==> config.mk <==
export PLATFORM = sky130hd
export DESIGN_NAME = uart_frame_host
export DESIGN_NICKNAME = d
export VERILOG_FILES = /design/src/rtl/uart_frame_host_pkg.sv /design/src/rtl/uart_frame_host_uart.sv /design/src/rtl/uart_frame_host.sv
export SDC_FILE = /design/constraint.sdc
export NUM_CORES = 1
export LEC_CHECK = 0
export ABC_AREA = 1
export CAP_MARGIN = 30
export CORE_MARGIN = 10
export CORE_UTILIZATION = 60
export DETAILED_ROUTE_END_ITERATION = 12
export PLACE_DENSITY = 0.84
export SETUP_SLACK_MARGIN = 0.4
export SLEW_MARGIN = 20
export SYNTH_ARGS = -nofsm -noshare
export SYNTH_HDL_FRONTEND = slang
export SYNTH_SLANG_ARGS = --single-unit
==> constraint.sdc <==
create_clock -name clk -period 26.1 [get_ports clk]
set_clock_uncertainty 0.2 [all_clocks]
set_input_delay 5.22 -clock clk [delete_from_list [all_inputs] [get_ports clk]]
set_output_delay 5.22 -clock clk [all_outputs]
set_load 0.005 [all_outputs]
==> src/rtl/uart_frame_host_pkg.sv <==
// Shared definitions for the host end of the 128-bit UART frame link.
// Frames travel MSB byte first: byte [W-1:W-8] is the first on the line in both directions.
package uart_frame_host_pkg;

   typedef enum logic [1:0] {
      IDLE      = 2'b00,
      SEND      = 2'b01,
      WAIT_RESP = 2'b10,
      DONE      = 2'b11
   } state_e;

   typedef enum logic [1:0] {
      RX_IDLE  = 2'b00,
      RX_START = 2'b01,
      RX_DATA  = 2'b10,
      RX_STOP  = 2'b11
   } rx_state_e;

   localparam int FRAME_W         = 128;
   localparam int DEF_FRAME_BYTES = 16;
   localparam int CNT_W           = 5;

   function automatic int clks_per_bit(input int clk_hz, input int baud);
      return clk_hz / baud;
   endfunction

endpackage

==> src/rtl/uart_frame_host_uart.sv <==
// 8N1 byte UART: one transmit byte per valid/ack, one receive pulse per good stop bit.
// tx_data_ack_o is combinational and fires on the cycle the idle transmitter takes the byte.
module uart_frame_host_uart
   import uart_frame_host_pkg::*;
#(
   parameter int CLK_HZ = 100_000_000,
   parameter int BAUD   = 115200
) (
   input  logic       clk_i,
   input  logic       rst_i,
   input  logic [7:0] tx_data_i,
   input  logic       tx_data_valid_i,
   output logic       tx_data_ack_o,
   output logic [7:0] rx_data_o,
   output logic       rx_data_fresh_o,
   output logic       txd_o,
   input  logic       rxd_i
);

   localparam int DIV   = clks_per_bit(CLK_HZ, BAUD);
   localparam int DIV_W = $clog2(DIV);
   localparam logic [DIV_W-1:0] DIV_LAST  = DIV_W'(DIV - 1);
   localparam logic [DIV_W-1:0] HALF_LAST = DIV_W'(DIV / 2 - 1);

   logic             tx_busy_q;
   logic [DIV_W-1:0] tx_div_q;
   logic [3:0]       tx_bit_q;
   logic [8:0]       tx_sr_q;
   logic             txd_q;

   rx_state_e        rx_state_q;
   logic             rxd_s1_q, rxd_s2_q;
   logic [DIV_W-1:0] rx_div_q;
   logic [2:0]       rx_bit_q;
   logic [7:0]       rx_sr_q;
   logic [7:0]       rx_data_q;
   logic             rx_fresh_q;

   assign tx_data_ack_o   = tx_data_valid_i & ~tx_busy_q;
   assign txd_o           = txd_q;
   assign rx_data_o       = rx_data_q;
   assign rx_data_fresh_o = rx_fresh_q;

   // tx_sr_q holds {stop, data}; the start bit is driven directly on accept.
   always_ff @(posedge clk_i or posedge rst_i) begin
      if (rst_i) begin
         tx_busy_q <= 1'b0;
         tx_div_q  <= '0;
         tx_bit_q  <= '0;
         tx_sr_q   <= '1;
         txd_q     <= 1'b1;
      end else if (!tx_busy_q) begin
         if (tx_data_valid_i) begin
            tx_busy_q <= 1'b1;
            tx_sr_q   <= {1'b1, tx_data_i};
            txd_q     <= 1'b0;
            tx_div_q  <= '0;
            tx_bit_q  <= '0;
         end
      end else if (tx_div_q == DIV_LAST) begin
         tx_div_q <= '0;
         if (tx_bit_q == 4'd9) begin
            tx_busy_q <= 1'b0;
            txd_q     <= 1'b1;
         end else begin
            tx_bit_q <= tx_bit_q + 4'd1;
            txd_q    <= tx_sr_q[0];
            tx_sr_q  <= {1'b1, tx_sr_q[8:1]};
         end
      end else begin
         tx_div_q <= tx_div_q + DIV_W'(1);
      end
   end

   always_ff @(posedge clk_i or posedge rst_i) begin
      if (rst_i) begin
         rx_state_q <= RX_IDLE;
         rxd_s1_q   <= 1'b1;
         rxd_s2_q   <= 1'b1;
         rx_div_q   <= '0;
         rx_bit_q   <= '0;
         rx_sr_q    <= '0;
         rx_data_q  <= '0;
         rx_fresh_q <= 1'b0;
      end else begin
         rxd_s1_q   <= rxd_i;
         rxd_s2_q   <= rxd_s1_q;
         rx_fresh_q <= 1'b0;
         case (rx_state_q)
            RX_IDLE: begin
               rx_div_q <= '0;
               if (!rxd_s2_q) rx_state_q <= RX_START;
            end
            RX_START: begin
               // Re-check the start bit at mid-bit to reject glitches.
               if (rx_div_q == HALF_LAST) begin
                  rx_div_q   <= '0;
                  rx_bit_q   <= '0;
                  rx_state_q <= rxd_s2_q ? RX_IDLE : RX_DATA;
               end else begin
                  rx_div_q <= rx_div_q + DIV_W'(1);
               end
            end
            RX_DATA: begin
               if (rx_div_q == DIV_LAST) begin
                  rx_div_q <= '0;
                  rx_sr_q  <= {rxd_s2_q, rx_sr_q[7:1]};
                  if (rx_bit_q == 3'd7) rx_state_q <= RX_STOP;
                  else                  rx_bit_q   <= rx_bit_q + 3'd1;
               end else begin
                  rx_div_q <= rx_div_q + DIV_W'(1);
               end
            end
            RX_STOP: begin
               if (rx_div_q == DIV_LAST) begin
                  rx_div_q   <= '0;
                  rx_data_q  <= rx_sr_q;
                  rx_fresh_q <= rxd_s2_q;
                  rx_state_q <= RX_IDLE;
               end else begin
                  rx_div_q <= rx_div_q + DIV_W'(1);
               end
            end
            default: rx_state_q <= RX_IDLE;
         endcase
      end
   end

endmodule

==> src/rtl/uart_frame_host.sv <==
// Host end of the UART frame link: serialises one request frame MSB byte first,
// then gathers the response frame, reporting a left-aligned partial frame on timeout.
module uart_frame_host
   import uart_frame_host_pkg::*;
#(
   parameter int CLK_HZ         = 100_000_000,
   parameter int BAUD           = 115200,
   parameter int FRAME_BYTES    = DEF_FRAME_BYTES,
   parameter int TIMEOUT_CYCLES = 2_000_000
) (
   input  logic                     clk,
   input  logic                     rst,
   input  logic                     req_valid,
   output logic                     req_ready,
   input  logic [FRAME_BYTES*8-1:0] req_data,
   output logic                     resp_valid,
   output logic [FRAME_BYTES*8-1:0] resp_data,
   output logic                     resp_timeout,
   output logic                     busy,
   output logic                     uart_txd,
   input  logic                     uart_rxd,
   output logic [1:0]               dbg_state
);

   localparam int FW    = FRAME_BYTES * 8;
   localparam int TMO_W = $clog2(TIMEOUT_CYCLES);
   localparam logic [CNT_W-1:0] LAST_BYTE = CNT_W'(FRAME_BYTES - 1);
   localparam logic [TMO_W-1:0] TMO_LAST  = TMO_W'(TIMEOUT_CYCLES - 1);

   state_e           state_q;
   logic [FW-1:0]    tx_shift_q;
   logic [CNT_W-1:0] tx_cnt_q;
   logic             tx_valid_q;
   logic [FW-1:0]    rx_shift_q;
   logic [CNT_W-1:0] rx_cnt_q;
   logic [TMO_W-1:0] tmo_q;
   logic             req_ready_q;
   logic             busy_q;
   logic             resp_valid_q;
   logic [FW-1:0]    resp_data_q;
   logic             resp_timeout_q;

   logic [FW-1:0]    rx_shift_d;
   logic [FW-1:0]    partial_d;
   logic             tx_ack;
   logic [7:0]       rx_data;
   logic             rx_fresh;

   assign rx_shift_d = {rx_shift_q[FW-9:0], rx_data};
   // Received bytes sit in the low end of rx_shift_q; move them up to the frame MSB.
   assign partial_d  = rx_shift_q << (8 * (FRAME_BYTES - int'(rx_cnt_q)));

   assign req_ready    = req_ready_q;
   assign busy         = busy_q;
   assign resp_valid   = resp_valid_q;
   assign resp_data    = resp_data_q;
   assign resp_timeout = resp_timeout_q;
   assign dbg_state    = state_q;

   uart_frame_host_uart #(
      .CLK_HZ (CLK_HZ),
      .BAUD   (BAUD)
   ) u_uart (
      .clk_i           (clk),
      .rst_i           (rst),
      .tx_data_i       (tx_shift_q[FW-1 -: 8]),
      .tx_data_valid_i (tx_valid_q),
      .tx_data_ack_o   (tx_ack),
      .rx_data_o       (rx_data),
      .rx_data_fresh_o (rx_fresh),
      .txd_o           (uart_txd),
      .rxd_i           (uart_rxd)
   );

   always_ff @(posedge clk or posedge rst) begin
      if (rst) begin
         state_q        <= IDLE;
         tx_shift_q     <= '0;
         tx_cnt_q       <= '0;
         tx_valid_q     <= 1'b0;
         rx_shift_q     <= '0;
         rx_cnt_q       <= '0;
         tmo_q          <= '0;
         req_ready_q    <= 1'b1;
         busy_q         <= 1'b0;
         resp_valid_q   <= 1'b0;
         resp_data_q    <= '0;
         resp_timeout_q <= 1'b0;
      end else begin
         resp_valid_q <= 1'b0;
         case (state_q)
            IDLE: begin
               if (req_valid) begin
                  tx_shift_q  <= req_data;
                  tx_cnt_q    <= '0;
                  tx_valid_q  <= 1'b0;
                  req_ready_q <= 1'b0;
                  busy_q      <= 1'b1;
                  state_q     <= SEND;
               end
            end
            SEND: begin
               // valid drops on the ack cycle and comes back no sooner than the next one.
               if (tx_valid_q && tx_ack) begin
                  tx_valid_q <= 1'b0;
                  tx_shift_q <= tx_shift_q << 8;
                  tx_cnt_q   <= tx_cnt_q + CNT_W'(1);
                  if (tx_cnt_q == LAST_BYTE) begin
                     rx_cnt_q   <= '0;
                     tmo_q      <= '0;
                     rx_shift_q <= '0;
                     state_q    <= WAIT_RESP;
                  end
               end else if (!tx_valid_q) begin
                  tx_valid_q <= 1'b1;
               end
            end
            WAIT_RESP: begin
               // A byte arriving on the terminal-count cycle takes priority over the timeout.
               if (rx_fresh) begin
                  rx_shift_q <= rx_shift_d;
                  rx_cnt_q   <= rx_cnt_q + CNT_W'(1);
                  tmo_q      <= '0;
                  if (rx_cnt_q == LAST_BYTE) begin
                     resp_valid_q   <= 1'b1;
                     resp_data_q    <= rx_shift_d;
                     resp_timeout_q <= 1'b0;
                     state_q        <= DONE;
                  end
               end else if (tmo_q == TMO_LAST) begin
                  resp_valid_q   <= 1'b1;
                  resp_data_q    <= partial_d;
                  resp_timeout_q <= 1'b1;
                  state_q        <= DONE;
               end else begin
                  tmo_q <= tmo_q + TMO_W'(1);
               end
            end
            DONE: begin
               req_ready_q <= 1'b1;
               busy_q      <= 1'b0;
               state_q     <= IDLE;
            end
            default: state_q <= IDLE;
         endcase
      end
   end

endmodule

==> results.md <==
* Status: complete, no violations
* Tightest Hold Check Type: flip-flop to flip-flop
* HPWL after DPL at 60,300 um
* First-pass GRT wire length at 142,000 um
* Syn Area/Cell at 7.51 sq um
* CTS H-tree depth at 2
* Starting DRT DRC Count at 3,496
* Critical Path RT at 26.42 ns
* Register area share after synthesis at 0.458
* Worst-case clock buffer depth at 3
* Crit. End Element: flip-flop
* Final wirelength at 90,200 um
* Post-synthesis cell count at 3,495
* Worst VDD drop at 0.0397 mV
* Largest net degree at the start of global routing at 172
* Post-CTS Resized at 0
* Worst-Skew Late Latency at 0.62 ns
* Main flop type after synthesis: dfrtp_1
* Clock slew at the register clock pins of the worst setup and hold paths at 0.06 ns
* Hold Slack at 0.165 ns
* Starting Density at 0.608
* Hold-fix buffers, CTS at 0
* EDFF count, synth at 0
* Fmax achieved at 0.127 GHz
* Share of post-route cells with drive strength above 1 at 0.0530
* Pre-Repair DR Iteration Count at 10
* Final WS setup at 18.20 ns
* Final Max Tran Viols at 0
* CTS tree: done
* Vias at 26,600
* RePlAce Congestion at 0.994
* Drt wl/cell at 21.4 um
* Crit path DAT at 8.22 ns
* Leak at 14.0 nW
* PD cells at 51.7 mW/mm^2
* Setup TNS at 0 ns
* Peak fanout along the critical path at 107
* Yosys cell types at 48
* Tot GR Track Use at 0.332
* Slew margin rel. at 0.298
* Synth Register Bits at 480
* Ys async rst share at 1.00
* Syn nets at 3,644
* DRC Markers at 0
* RSZ-0062 raised after global routing: false
* Final period util at 0.303
* Ports at 267
* Antenna-violating nets left at 0
* Slew @ Worst Pin at 1.05 ns
* Number of global-route vias before repair at 25,500
* Dpl ws at 17.62 ns
* Final Critical Period at 7.90 ns
* Root Buffer: clkbuf_16
* CTS Sinks at 480
* # nets final at 3,733
* Die X at 229 um
* Die area at 0.0525 sq mm
* Initial antenna violation count at 3
* Synth warn at 0
* Die height at 229 um
* Post-CTS Setup Bufs at 0
* Number of buffers added on ports at 266
* Max-cap violations at 0
* Vias per cell at 6.31
* Syn Std Cell Area at 0.0263 sq mm
* Synthesis-to-layout area growth at 16.9%
* Hold Fails Final Rpt at 0
* Crit path launch type: primary input
* Final setup viols at 0
* TritonCTS buffer count at 51
* Crit Path Class: primary input to flip-flop
* Core area at 0.0432 sq mm
* Gr ovfl total at 0
* Row count at 76
==> Yosys cell counts, drive strengths merged, types with 4 or more instances <==
library cell,n,area (sq um)
nand2,723,2730
nand3,685,3440
dfrtp,468,11700
nor2,349,1340
a21oi,239,1200
inv,238,893
buf,176,941
o22ai,138,863
a31oi,121,757
o21ai,99,503
clkbuf,89,335
or2,33,206
nand4,26,163
ha,17,213
xor2,15,131
dfstp,12,315
nor3,12,60.1
xnor2,9,78.8
a22o,8,70.1
o22a,8,70.1
o31ai,8,60.1
clkinv,4,16.3
==> report_power, final <==
group | total [W] | internal (W) | switching [W]
registers | 0.000745 | 0.000744 | 0.000000128
logic | 0.0000416 | 0.0000203 | 0.0000213
clock network | 0.000800 | 0.000481 | 0.000319
==> registers in the layout, indices dropped and copies added, names as in the netlist, 2 cells and up, named ones only <==
name	cells
tx_cnt_q	5
u_uart.rx_div_q	10
tx_shift_q	128
u_uart.rx_bit_q	3
u_uart.rx_sr_q	8
rx_shift_q	128
resp_data	128
rx_cnt_q	5
dbg_state	2
u_uart.rx_data_o	8
tmo_q	21
u_uart.tx_div_q	10
u_uart.tx_sr_q	8
u_uart.tx_bit_q	4
==> routing by layer <==
| metal | track usage | vias up | wire (um) |
|---|---|---|---|
| met5 | 0 | - | 14 |
| met4 | 0.184 | 2 | 5170 |
| met3 | 0.0713 | 296 | 9100 |
| met2 | 0.524 | 1634 | 41300 |
| met1 | 0.422 | 12600 | 34600 |
| li1 | - | 12000 | - |
==> through the flow <==
step / util / instances / area (sq um) / power (W)
4_1_cts: 0.709 / 4207 / 30600 / 0.00159
6_report: 0.711 / 4212 / 30700 / 0.00159
2_1_floorplan: - / 3495 / 26300 / 0.000774
3_3_place_gp: 0.665 / 4110 / 28700 / 0.000800
3_5_place_dp: 0.666 / 4113 / 28800 / 0.000800
5_1_grt: 0.710 / 4210 / 30700 / 0.00162
==> layout make-up <==
class / count / area, sq um
antenna: 2 / 5.00
clock buffer: 69 / 1410
clock inverter: 25 / 424
fill: 3468 / 12500
inverter: 242 / 923
multi-input combinational: 2508 / 12100
sequential: 480 / 12000
tap: 585 / 732
timing repair buffer: 301 / 3050
==> worst max-delay path, stage by stage <==
cell and delay [ns]:
clkdlybuf4s50_1 0.48, nand2_1 0.09, inv_1 0.08, a21oi_1 0.08, nor2_4 0.28, buf_4 0.53, buf_16 0.30, buf_4 0.79
nor2_1 0.08, a31oi_1 0.20
==> cells by family after synthesis <==
kind of cell | count (synthesis) | synth area share
XOR/XNOR | 24 | 0.00801
flip-flops | 480 | 0.458
buffers and inverters | 507 | 0.0833
AND/OR/NAND/NOR | 1835 | 0.305
adder cells (fa/ha/maj) | 17 | 0.00810
AO/OA/AOI/OAI | 631 | 0.137
multiplexers | 1 | 0.000381
==> cells in the final DEF, fill, tap and decap left out, types with 7 or more instances in the layout <==
cell / n
nand3_1: 682
o31ai_1: 8
dfstp_2: 12
xor2_1: 15
clkbuf_8: 7
or2_2: 25
clkinv_2: 14
nor2_1: 341
o22a_1: 8
o22ai_1: 138
or2_1: 8
o21ai_0: 85
clkbuf_1: 11
o21ai_1: 12
nand2_1: 718
inv_1: 227
buf_4: 27
dfrtp_1: 466
clkbuf_16: 51
nand4_1: 26
nor3_1: 12
xnor2_1: 8
bufinv_16: 10
a21oi_1: 239
a22o_1: 8
clkdlybuf4s50_1: 266
a31oi_1: 121
ha_1: 15
==> final timing paths <==
path	startpoint	endpoint	slack, ns	cells after the start
min in group asynchronous	rst	u_uart.rx_div_q[6]$_DFF_PP0_	4.79	2
max in group asynchronous	rst	rx_cnt_q[0]$_DFFE_PP0P_	19.05	4
setup / recovery	req_valid	tx_shift_q[44]$_DFFE_PP0P_	18.20	10
hold reg to reg	u_uart.rxd_s1_q$_DFF_PP1_	u_uart.rxd_s2_q$_DFF_PP1_	0.17	0
hold / removal	u_uart.rxd_s1_q$_DFF_PP1_	u_uart.rxd_s2_q$_DFF_PP1_	0.17	0
setup reg to reg	rx_cnt_q[0]$_DFFE_PP0P_	resp_data[99]$_DFFE_PP0P_	21.12	12
Note: power is estimated with default switching activity, not from simulation.
